==> src/rtl/fifo_pkg.sv <==
// rtl/fifo_pkg.sv - shared FIFO read-path constants and types
package fifo_pkg;

    // Words the stream reader can hold between the FIFO and the consumer.
    localparam int OUT_BUF_DEPTH = 2;

    // Occupancy of the output buffer, 0..OUT_BUF_DEPTH.
    typedef logic [1:0] buf_level_t;

endpackage

==> src/rtl/fifo_out_buf2.sv <==
// rtl/fifo_out_buf2.sv - two-entry shift buffer feeding the output stream
module fifo_out_buf2
    import fifo_pkg::*;
#(
    parameter int DATA_WIDTH = 8
) (
    input  logic                  clk,
    input  logic                  reset,
    input  logic                  flush,
    input  logic                  push,
    input  logic [DATA_WIDTH-1:0] push_data,
    input  logic                  pop,
    output logic [DATA_WIDTH-1:0] head,
    output buf_level_t            occ,
    output logic                  valid
);

    logic [DATA_WIDTH-1:0] entry1;
    buf_level_t            occ_next;

    // Occupancy after this cycle's pop and push; a simultaneous pop and push cancel out.
    always_comb begin
        occ_next = occ;
        case ({pop, push})
            2'b01:   occ_next = occ + 2'd1;
            2'b10:   occ_next = occ - 2'd1;
            default: occ_next = occ;
        endcase
    end

    // Shift storage: pops move entry1 into the head, pushes land in the first free slot after the pop.
    always_ff @(posedge clk) begin
        if (reset) begin
            head   <= '0;
            entry1 <= '0;
            occ    <= '0;
            valid  <= 1'b0;
        end else if (flush) begin
            occ   <= '0;
            valid <= 1'b0;
        end else begin
            occ   <= occ_next;
            valid <= (occ_next != 2'd0);
            case ({pop, push})
                2'b01: begin
                    if (occ == 2'd0) head <= push_data;
                    else             entry1 <= push_data;
                end
                2'b10: head <= entry1;
                2'b11: begin
                    if (occ == 2'd1) begin
                        head <= push_data;
                    end else begin
                        head   <= entry1;
                        entry1 <= push_data;
                    end
                end
                default: ;
            endcase
        end
    end

endmodule

==> src/rtl/fifo_stream_reader.sv <==
// rtl/fifo_stream_reader.sv - FIFO read strobe generation and valid/ready output stream
module fifo_stream_reader
    import fifo_pkg::*;
#(
    parameter int DATA_WIDTH = 8
) (
    input  logic                  clk,
    input  logic                  reset,
    input  logic                  flush,
    input  logic                  fifo_empty,
    output logic                  fifo_rd,
    input  logic [DATA_WIDTH-1:0] fifo_rdata,
    output logic                  m_valid,
    input  logic                  m_ready,
    output logic [DATA_WIDTH-1:0] m_data,
    output logic [1:0]            level
);

    logic       inflight;
    logic       pop;
    buf_level_t occ;
    logic [2:0] credit_sum;

    assign pop = m_valid & m_ready;

    // Words already owned by the buffer once this cycle settles; a read is only
    // issued if its data is guaranteed a free slot when it arrives next cycle.
    assign credit_sum = {1'b0, occ} + {2'b00, inflight} - {2'b00, pop};
    assign fifo_rd    = ~reset & ~flush & ~fifo_empty & (credit_sum < 3'(OUT_BUF_DEPTH));

    // The FIFO returns data one cycle after the strobe; remember that a word is on its way.
    always_ff @(posedge clk) begin
        if (reset) begin
            inflight <= 1'b0;
        end else begin
            inflight <= fifo_rd;
        end
    end

    fifo_out_buf2 #(
        .DATA_WIDTH(DATA_WIDTH)
    ) u_out_buf (
        .clk      (clk),
        .reset    (reset),
        .flush    (flush),
        .push     (inflight),
        .push_data(fifo_rdata),
        .pop      (pop),
        .head     (m_data),
        .occ      (occ),
        .valid    (m_valid)
    );

    assign level = occ;

endmodule
==> config.mk <==
export PLATFORM = sky130hd
export DESIGN_NAME = fifo_stream_reader
export DESIGN_NICKNAME = d
export VERILOG_FILES = /design/src/rtl/fifo_pkg.sv /design/src/rtl/fifo_out_buf2.sv /design/src/rtl/fifo_stream_reader.sv
export SDC_FILE = /design/constraint.sdc
export NUM_CORES = 1
export LEC_CHECK = 0
export ABC_CLOCK_PERIOD_IN_PS = 4900
export BUFFER_PORTS_ARGS = -buffer_cell sky130_fd_sc_hd__buf_2
export CELL_PAD_IN_SITES_DETAIL_PLACEMENT = 1
export CELL_PAD_IN_SITES_GLOBAL_PLACEMENT = 1
export CORE_ASPECT_RATIO = 0.7
export CORE_MARGIN = 5
export CORE_UTILIZATION = 43
export CTS_CLUSTER_DIAMETER = 40
export DETAILED_ROUTE_END_ITERATION = 8
export PLACE_DENSITY = 0.82
export SLEW_MARGIN = 20
export SYNTH_ARGS = -nofsm -noshare
export SYNTH_HDL_FRONTEND = slang
export SYNTH_HIERARCHICAL = 1
export SYNTH_SLANG_ARGS = --single-unit
==> constraint.sdc <==
create_clock -name clk -period 4.9 [get_ports clk]
set_clock_uncertainty 0.05 [all_clocks]
set_input_delay 0.735 -clock clk [delete_from_list [all_inputs] [get_ports clk]]
set_output_delay 0.735 -clock clk [all_outputs]
set_load 0.05 [all_outputs]
==> results.md, run 1 <==
* Status: finished, final reports clean
* CP endpoint: fifo_rd
* Relative slew margins at 61.2%
* Worst EP arrival at ~2.5 ns
* Mapped Nets at ~150
* Core area at between 2000 and 3000 um2
* Hpwl dp at approximately 2.5 mm
* Tcrit/Tclk final at 67.7%
* Vias in the first global route at 1059
* DRC at 0
* Die Ht at around 54 um
* Total grt overflow at 0
* WP data required at between 4 and 5 ns
* Mapped Area at between 1000 and 1500 um2
* Clock transition at path regs at approximately 0.080 ns
* Clk Latency, worst-skew pair at about 0.26 ns
* Routed Antenna Nets at 0
* Post-CTS sizing at 0
* Vias per cell at 5.89
* CP Launch Type: primary input
* Unrepaired setup endpoints after global routing: false
* Register bit total from synthesis at 20
* TritonCTS Buffers at 3
* Top Metal Used: met4
* GRT Overall Usage at between 15 and 20%
* Pleak at 0.512 nW
* Ys Warns at 6
* # IOs at 25
* Syn Inst Count at approximately 130
* Routed Wire Length at ~3.2 mm
* R2R Path Start: u_out_buf/valid
* Largest net degree at the start of global routing at 21
* Max Fanout on Critical Path at 4
* H-tree levels at 1
* First-pass GRT wire length at between 5 and 6 mm
* CTS Hold Bufs at 0
* GP Congestion at between 0.7 and 0.8
* Worst R2R Path Depth at 6
* Post CTS Setup Buffer Count at 0
* Routed length per instance at about 18 um
* Area growth syn-to-layout at 13.8%
* Met1 wire length at roughly 1.5 mm
* Final std cells w/o fill at 180
* R2r endpoint: inflight
* Worst Setup SP: m_ready
* Critical path class: in -> out
* Syn_area_per_cell at 9.50 um2
* Tmin final at about 3.3 ns
* Power per cell area at 253 nW/um2
* Core Util, Final at approximately half
* Hold WC Path Type: reg -> reg
* Inst Count DP at roughly 180
* Worst vdd rail ir drop at around 150 uV
* Final hold vios at 0
* Die width at about 73 um
* Filler Cells Inserted at 335
* FMAX at 302 MHz
* Routed vias at roughly 1100
* Initial DRC Count at 33
* Detailed Routing Iterations Pass 1 at 4
* Met2 WL post-DR at ~1.5 mm
* Sequential fraction of the synthesis area at 33.7%
* Nets at ~170
* Hold WS at 0.432 ns
* Final setup TNS at 0 ns
* Critical path capture point type: primary output
* PortBufs at 24
* CTS tree: built
* Reg-to-reg setup timing slack at around 2.9 ns
* Die ar. at 3930 um2
* Max cap viols at 0
* Final setup fails at 0
* Yosys cell types at 33
* Clk sinks at 20
* Slew Limit Fails at 0
* Slew @ Worst Pin at around 0.58 ns
* Initial Util at a little over two fifths
* Antenna Diode Count at 0
* # rows at 16
* Initial antenna violation count at 0
* Met3 routed wirelength at roughly 180 um
* Share of post-route cells with drive strength above 1 at approximately 28%
* CTS max path bufs at 2
* Clk root buf: clkbuf_8
-- per-layer routing --
layer | vias up | GRT usage (%)
met5 | - | 0
met4 | 0 | 3.68
met3 | 7 | 4.48
met2 | 28 | 30.5
met1 | 513 | 22.6
li1 | 513 | -
-- flip-flops by register name (all words and copies together) (netlist names) --
register	flops
u_out_buf/entry1	8
u_out_buf/head	8
u_out_buf/occ	2
inflight	1
u_out_buf/valid	1
-- power breakdown --
| part | switching, mW | total [mW] | internal (mW) | leakage [nW] |
|---|---|---|---|---|
| Clock | 0.0570 | 0.129 | 0.0716 | 0.0288 |
| Combinational | 0.0304 | 0.0445 | 0.0141 | 0.321 |
| Sequential | 0.00255 | 0.169 | 0.167 | 0.162 |
-- critical path: stages --
cell and delay [ns]:
buf_2 0.09, and2_1 0.17, ha_1 0.27, nand2b_1 0.16
fa_1 0.54, nand2b_4 0.06, nor4_1 0.20, buf_2 0.30
-- logic make-up after synthesis --
| logic type | Yosys count | share of synthesized area, % |
|---|---|---|
| simple gates | 26 | 13.9 |
| flops | 20 | 33.7 |
| buf+inv | 14 | 6.32 |
| xor+xnor | 1 | 0.738 |
| fa+ha+maj | 9 | 10.1 |
| mux | 2 | 1.79 |
| compound gates | 53 | 33.4 |
-- final cells by class --
| class | count | area, um2 | share of cell area [%] |
|---|---|---|---|
| clock buffers | 4 | 55.1 | 4.07 |
| inverters | 5 | 18.8 | 1.39 |
| multi-input cells | 91 | 712 | 52.7 |
| flip-flops and latches | 20 | 400 | 29.6 |
| well taps | 36 | 45.0 | 3.33 |
| repair buffers | 24 | 120 | 8.89 |
-- Yosys cell counts --
master    instances  area [um2]
nor2b_1           1        6.26
nor2_1            1        3.75
and2_4            1        8.76
clkbuf_2          1        5.00
clkbuf_4          1        7.51
nand2b_4          1        13.8
or2b_1            1        7.51
a21o_1            1        7.51
mux2_2            1        11.3
a311oi_1          1        8.76
nor2_2            1        6.26
nand2b_1          5        31.3
o211ai_1          9        67.6
and2b_4           1        10.0
mux2i_1           1        10.0
fa_1              1        20.0
and2_1            2        12.5
clkbuf_1          3        11.3
nor3_1            1        5.00
a21oi_1          17        85.1
nand3_1           8        40.0
nor4_1            2        12.5
buf_2             2        10.0
o21ai_0           8        40.0
a211oi_1          1        7.51
o31ai_1           8        60.1
ha_1              8         100
and2b_1           1        7.51
a311oi_2          8         120
inv_1             5        18.8
buf_6             2        22.5
xor2_1            1        8.76
dfxtp_1          20         400
-- metrics by stage --
| step | total power [mW] | cell area [um2] | setup WS, ns |
|---|---|---|---|
| 2_1_floorplan | 0.203 | 1190 | 0.715 |
| 3_3_place_gp | 0.215 | 1300 | 1.64 |
| 3_5_place_dp | 0.217 | 1300 | 1.57 |
| 4_1_cts | 0.344 | 1350 | 1.56 |
| 5_1_grt | 0.356 | 1350 | 1.45 |
| 6_report | 0.342 | 1350 | 1.58 |
-- cell usage in the layout (no fill, tap or decap) --
| cell type | instances |
|---|---|
| a211oi_1 | 1 |
| a21o_1 | 1 |
| a21oi_1 | 17 |
| a311oi_1 | 1 |
| a311oi_2 | 8 |
| and2_1 | 2 |
| and2_4 | 1 |
| and2b_1 | 1 |
| and2b_4 | 1 |
| buf_2 | 24 |
| clkbuf_8 | 4 |
| dfxtp_1 | 20 |
| fa_1 | 1 |
| ha_1 | 8 |
| inv_1 | 5 |
| mux2_2 | 1 |
| mux2i_1 | 1 |
| nand2b_1 | 5 |
| nand2b_4 | 1 |
| nand3_1 | 8 |
| nor2_1 | 1 |
| nor2_2 | 1 |
| nor2b_1 | 1 |
| nor3_1 | 1 |
| nor4_1 | 2 |
| o211ai_1 | 9 |
| o21ai_0 | 8 |
| o31ai_1 | 8 |
| or2b_1 | 1 |
| xor2_1 | 1 |
-- worst min path at each step --
stage	endpoint	start	cells past startpoint	slack [ns]
after floorplan	u_out_buf/entry1[0]	u_out_buf/entry1[0]	2	0.39
after global placement	u_out_buf/entry1[0]	u_out_buf/entry1[0]	2	0.41
after detailed placement	u_out_buf/entry1[6]	u_out_buf/entry1[6]	2	0.41
after CTS	u_out_buf/entry1[3]	u_out_buf/entry1[3]	2	0.43
after global routing	u_out_buf/entry1[1]	u_out_buf/entry1[1]	2	0.45
final	u_out_buf/entry1[6]	u_out_buf/entry1[6]	2	0.43
No activity file was read; power rests on OpenSTA's default activity.
==> run 2: changes to the inputs <==
--- a/config.mk
+++ b/config.mk
@@ -5,16 +5,17 @@
 export SDC_FILE = /design/constraint.sdc
 export NUM_CORES = 1
 export LEC_CHECK = 0
-export ABC_CLOCK_PERIOD_IN_PS = 4900
+export ABC_AREA = 1
+export ABC_CLOCK_PERIOD_IN_PS = 3100
 export BUFFER_PORTS_ARGS = -buffer_cell sky130_fd_sc_hd__buf_2
 export CELL_PAD_IN_SITES_DETAIL_PLACEMENT = 1
 export CELL_PAD_IN_SITES_GLOBAL_PLACEMENT = 1
 export CORE_ASPECT_RATIO = 0.7
 export CORE_MARGIN = 5
-export CORE_UTILIZATION = 43
+export CORE_UTILIZATION = 37
 export CTS_CLUSTER_DIAMETER = 40
 export DETAILED_ROUTE_END_ITERATION = 8
-export PLACE_DENSITY = 0.82
+export PLACE_DENSITY = 0.77
 export SLEW_MARGIN = 20
 export SYNTH_ARGS = -nofsm -noshare
 export SYNTH_HDL_FRONTEND = slang
==> constraint.sdc (replaced) <==
create_clock -name clk -period 3.1 [get_ports clk]
set_clock_uncertainty 0.05 [all_clocks]
set_input_delay 0.465 -clock clk [delete_from_list [all_inputs] [get_ports clk]]
set_output_delay 0.465 -clock clk [all_outputs]
set_load 0.05 [all_outputs]
==> run 2 against run 1 <==
Against the previous run:
- register-to-register slack got worse by 1.8 ns
- global-route usage decreased by 2.5 points
- first-iteration DRC count increased by 82%
- clock power increased by 57%
- combinational power increased by 120%
- via count increased by 6.6%
- synthesized cell count increased by 39%
- die area increased by 14%
- count of clock-buffer cells in the layout unchanged
- synthesized area unchanged
- sequential power increased by 62%
==> results.md, run 2 <==
* Routed Antenna Nets at 0 (unchanged)
* CTS max path bufs at 2 (unchanged)
* Post-synth EDFFs at 0 (unchanged)
* Worst R2R Path Depth at 8 (+2)
* Status: finished, final reports clean
* Clock transition at path regs at 0.08 ns (about the same)
* # IOs at 25 (unchanged)
* Die width at 77.7 um (+6.7%)
* TritonCTS Buffers at 3 (unchanged)
* Critical path capture point type: primary output
* Inst Count DP at 233 (+32%)
* CTS Hold Bufs at 0 (unchanged)
* R2r endpoint: u_out_buf/entry1[0]
* CP Launch Type: flip-flop
* Commonest non-fill, non-tap cell in the layout: nand2_1
* Hold path depth at 4 (+2)
* Worst EP arrival at 2.15 ns (-0.38 ns)
* Clk root buf: clkbuf_8
* Cell taking the most area after synthesis: dfxtp_1
* DRC at 0 (unchanged)
* Total grt overflow at 0 (unchanged)
* R2R Path Start: u_out_buf/valid
* Slew Limit Fails at 0 (unchanged)
* Worst vdd rail ir drop at 230 uV (+53%)
* Syn Inst Count at 174 (+39%)
* Critical path class: reg -> out
* Max cap viols at 0 (unchanged)
* FMAX at about 370 MHz
* Async SR Flop Fraction at 0% (unchanged)
* Sequential fraction of the synthesis area at 33.7% (unchanged)
* Routed vias at 1131 (+6.6%)
* Detailed Routing Iterations Pass 1 at 4 (unchanged)
* Pleak at 0.727 nW (+42%)
* Relative slew margins at 54.8% (-6.4 points)
* Initial Util at 38.0% (-5.6 points)
* GRT Overall Usage at 15.3% (-2.5 points)
* First-pass GRT wire length at 5.43 mm (+2.3%)
* Core area at 3130 um2 (+15%)
* Final std cells w/o fill at 237 (+32%)
* Top flop regs: u_out_buf/entry1 x8, u_out_buf/head x8, u_out_buf/occ x2
* Die Ht at 57.4 um (+6.4%)
* Hold Crit Start: fifo_empty
* GP Congestion at 0.820 (+5.8%)
* Max Fanout on Critical Path at 4 (unchanged)
* H-tree levels at 1 (unchanged)
* Final setup fails at 0 (unchanged)
* Post-CTS sizing at 0 (unchanged)
* Slew @ Worst Pin at 0.678 ns (+0.0955 ns)
* Hold WS at 0.414 ns (-0.0173 ns)
* Ys Warns at 6 (unchanged)
* Clk Latency, worst-skew pair at 0.26 ns (about the same)
* Register bit total from synthesis at 20 (unchanged)
* Mapped Nets at 196 (+33%)
* Share of post-route cells with drive strength above 1 at 17.6% (-11 points)
* Reg-to-reg setup timing slack at 1.16 ns (-1.75 ns)
* Post CTS Setup Buffer Count at 0 (unchanged)
* # rows at 17 (+1)
* Initial antenna violation count at 0 (unchanged)
* Vias in the first global route at 1102 (+4.1%)
* WP data required at 2.58 ns (-1.54 ns)
* Final setup TNS at 0 ns (unchanged)
* Area growth syn-to-layout at 16.4%
* Most frequent cells in the layout: 39 x nand2_1, 36 x inv_1, 24 x buf_2
* Count leader, synth: nand2_1
* Clk sinks at 20 (unchanged)
* Largest net degree at the start of global routing at 17 (-19%)
* Tmin final at about 2.7 ns
* Mapped Area at 1190 um2 (unchanged)
* Power per cell area at 417 nW/um2 (+65%)
* Core Util, Final at 44.2% (-5.4 points)
* Tcrit/Tclk final at between 80% and 90%
* Routed length per instance at 13.5 um (-25%)
* Hold path endpoint: inflight
* Nets at 222 (+33%)
* Final hold vios at 0 (unchanged)
* Unrepaired setup endpoints after global routing: false
* Filler Cells Inserted at 437 (+30%)
* CTS tree: built
* Vias per cell at 4.77 (-19%)
* Hpwl dp at 2.50 mm (-0.31%)
* Top_reg_cell synth: dfxtp_1
* PortBufs at 24 (unchanged)
* Initial DRC Count at 60 (+82%)
* Die ar. at 4460 um2 (+14%)
* Top cells by count, synth: 39 x nand2_1, 36 x inv_1, 20 x dfxtp_1
* Top area cells in the synthesized netlist: dfxtp_1 34%, nand2_1 12%, inv_1 11%
* Total power at 0.577 mW (+69%)
* Hold WC Path Type: in -> reg
* Yosys cell types at 18 (-45%)
* Syn_area_per_cell at 6.82 um2 (-28%)
* Routed Wire Length at 3.19 mm (-0.99%)
* Antenna Diode Count at 0 (unchanged)
* Share of the synthesized area in the top cell type at 33.7% (unchanged)
-- run 2: cell count changes in the layout (fill, tap and decap cells not counted), moves of 5 or more --
cell	delta
nand2_1	+39
o21ai_0	-7
a311oi_2	-8
nand3_1	+11
inv_1	+31
o31ai_1	-8
nor2_1	+14
nand2b_1	-5
o211ai_1	-8
nand3b_1	+8
-- run 2: worst max-delay path by stage --
stage / startpoint / to / slack (ns)
6_report: u_out_buf/valid / fifo_rd / 0.43
4_1_cts: u_out_buf/valid / fifo_rd / 0.40
3_5_place_dp: m_ready / fifo_rd / 0.47
2_1_floorplan: u_out_buf/valid / fifo_rd / 0.13
5_1_grt: u_out_buf/valid / fifo_rd / 0.24
3_3_place_gp: m_ready / fifo_rd / 0.56
-- run 2: critical path: stages (launching register included) --
cell	delay, ns
dfxtp_1	0.33
nand2_1	0.05
inv_1	0.13
ha_1	0.25
inv_1	0.05
nand2_1	0.05
fa_1	0.49
inv_1	0.04
nor2_1	0.07
nand2_1	0.07
nor2_1	0.08
buf_2	0.26
-- run 2: cells by family after synthesis --
| group | synth area share, % |
|---|---|
| and+or+nand+nor | 33.6 |
| buffers and inverters | 14.0 |
| DFF | 33.7 |
| AOI/OAI and AO/OA | 8.54 |
| adders and majority gates | 10.1 |
-- run 2: where the power goes --
part | total, mW | internal, mW | switching, mW
Sequential | 0.274 | 0.267 | 0.00679
Clock | 0.202 | 0.113 | 0.0893
Combinational | 0.100 | 0.0314 | 0.0689
-- run 2: cell type report --
cell class / count / area (um2) / area share [%]
clock buffer: 4 / 55.1 / 3.98
sequential: 20 / 400 / 29.0
tap: 38 / 47.5 / 3.44
multi-input combinational: 114 / 621 / 44.9
inverter: 37 / 139 / 10.0
timing repair buffer: 24 / 120 / 8.69
-- run 2: per-layer routing --
metal	wire length [um]	GRT usage, %
met5	0	0
met4	0	3.68
met3	139	4.10
met2	1420	22.0
met1	1630	22.4
-- run 2: per-stage QoR --
stage	worst slack (ns)	instance area (um2)
detailed placement	0.466	1330
global placement	0.556	1330
floorplan	0.133	1190
global route	0.236	1380
finish	0.432	1380
CTS	0.400	1380
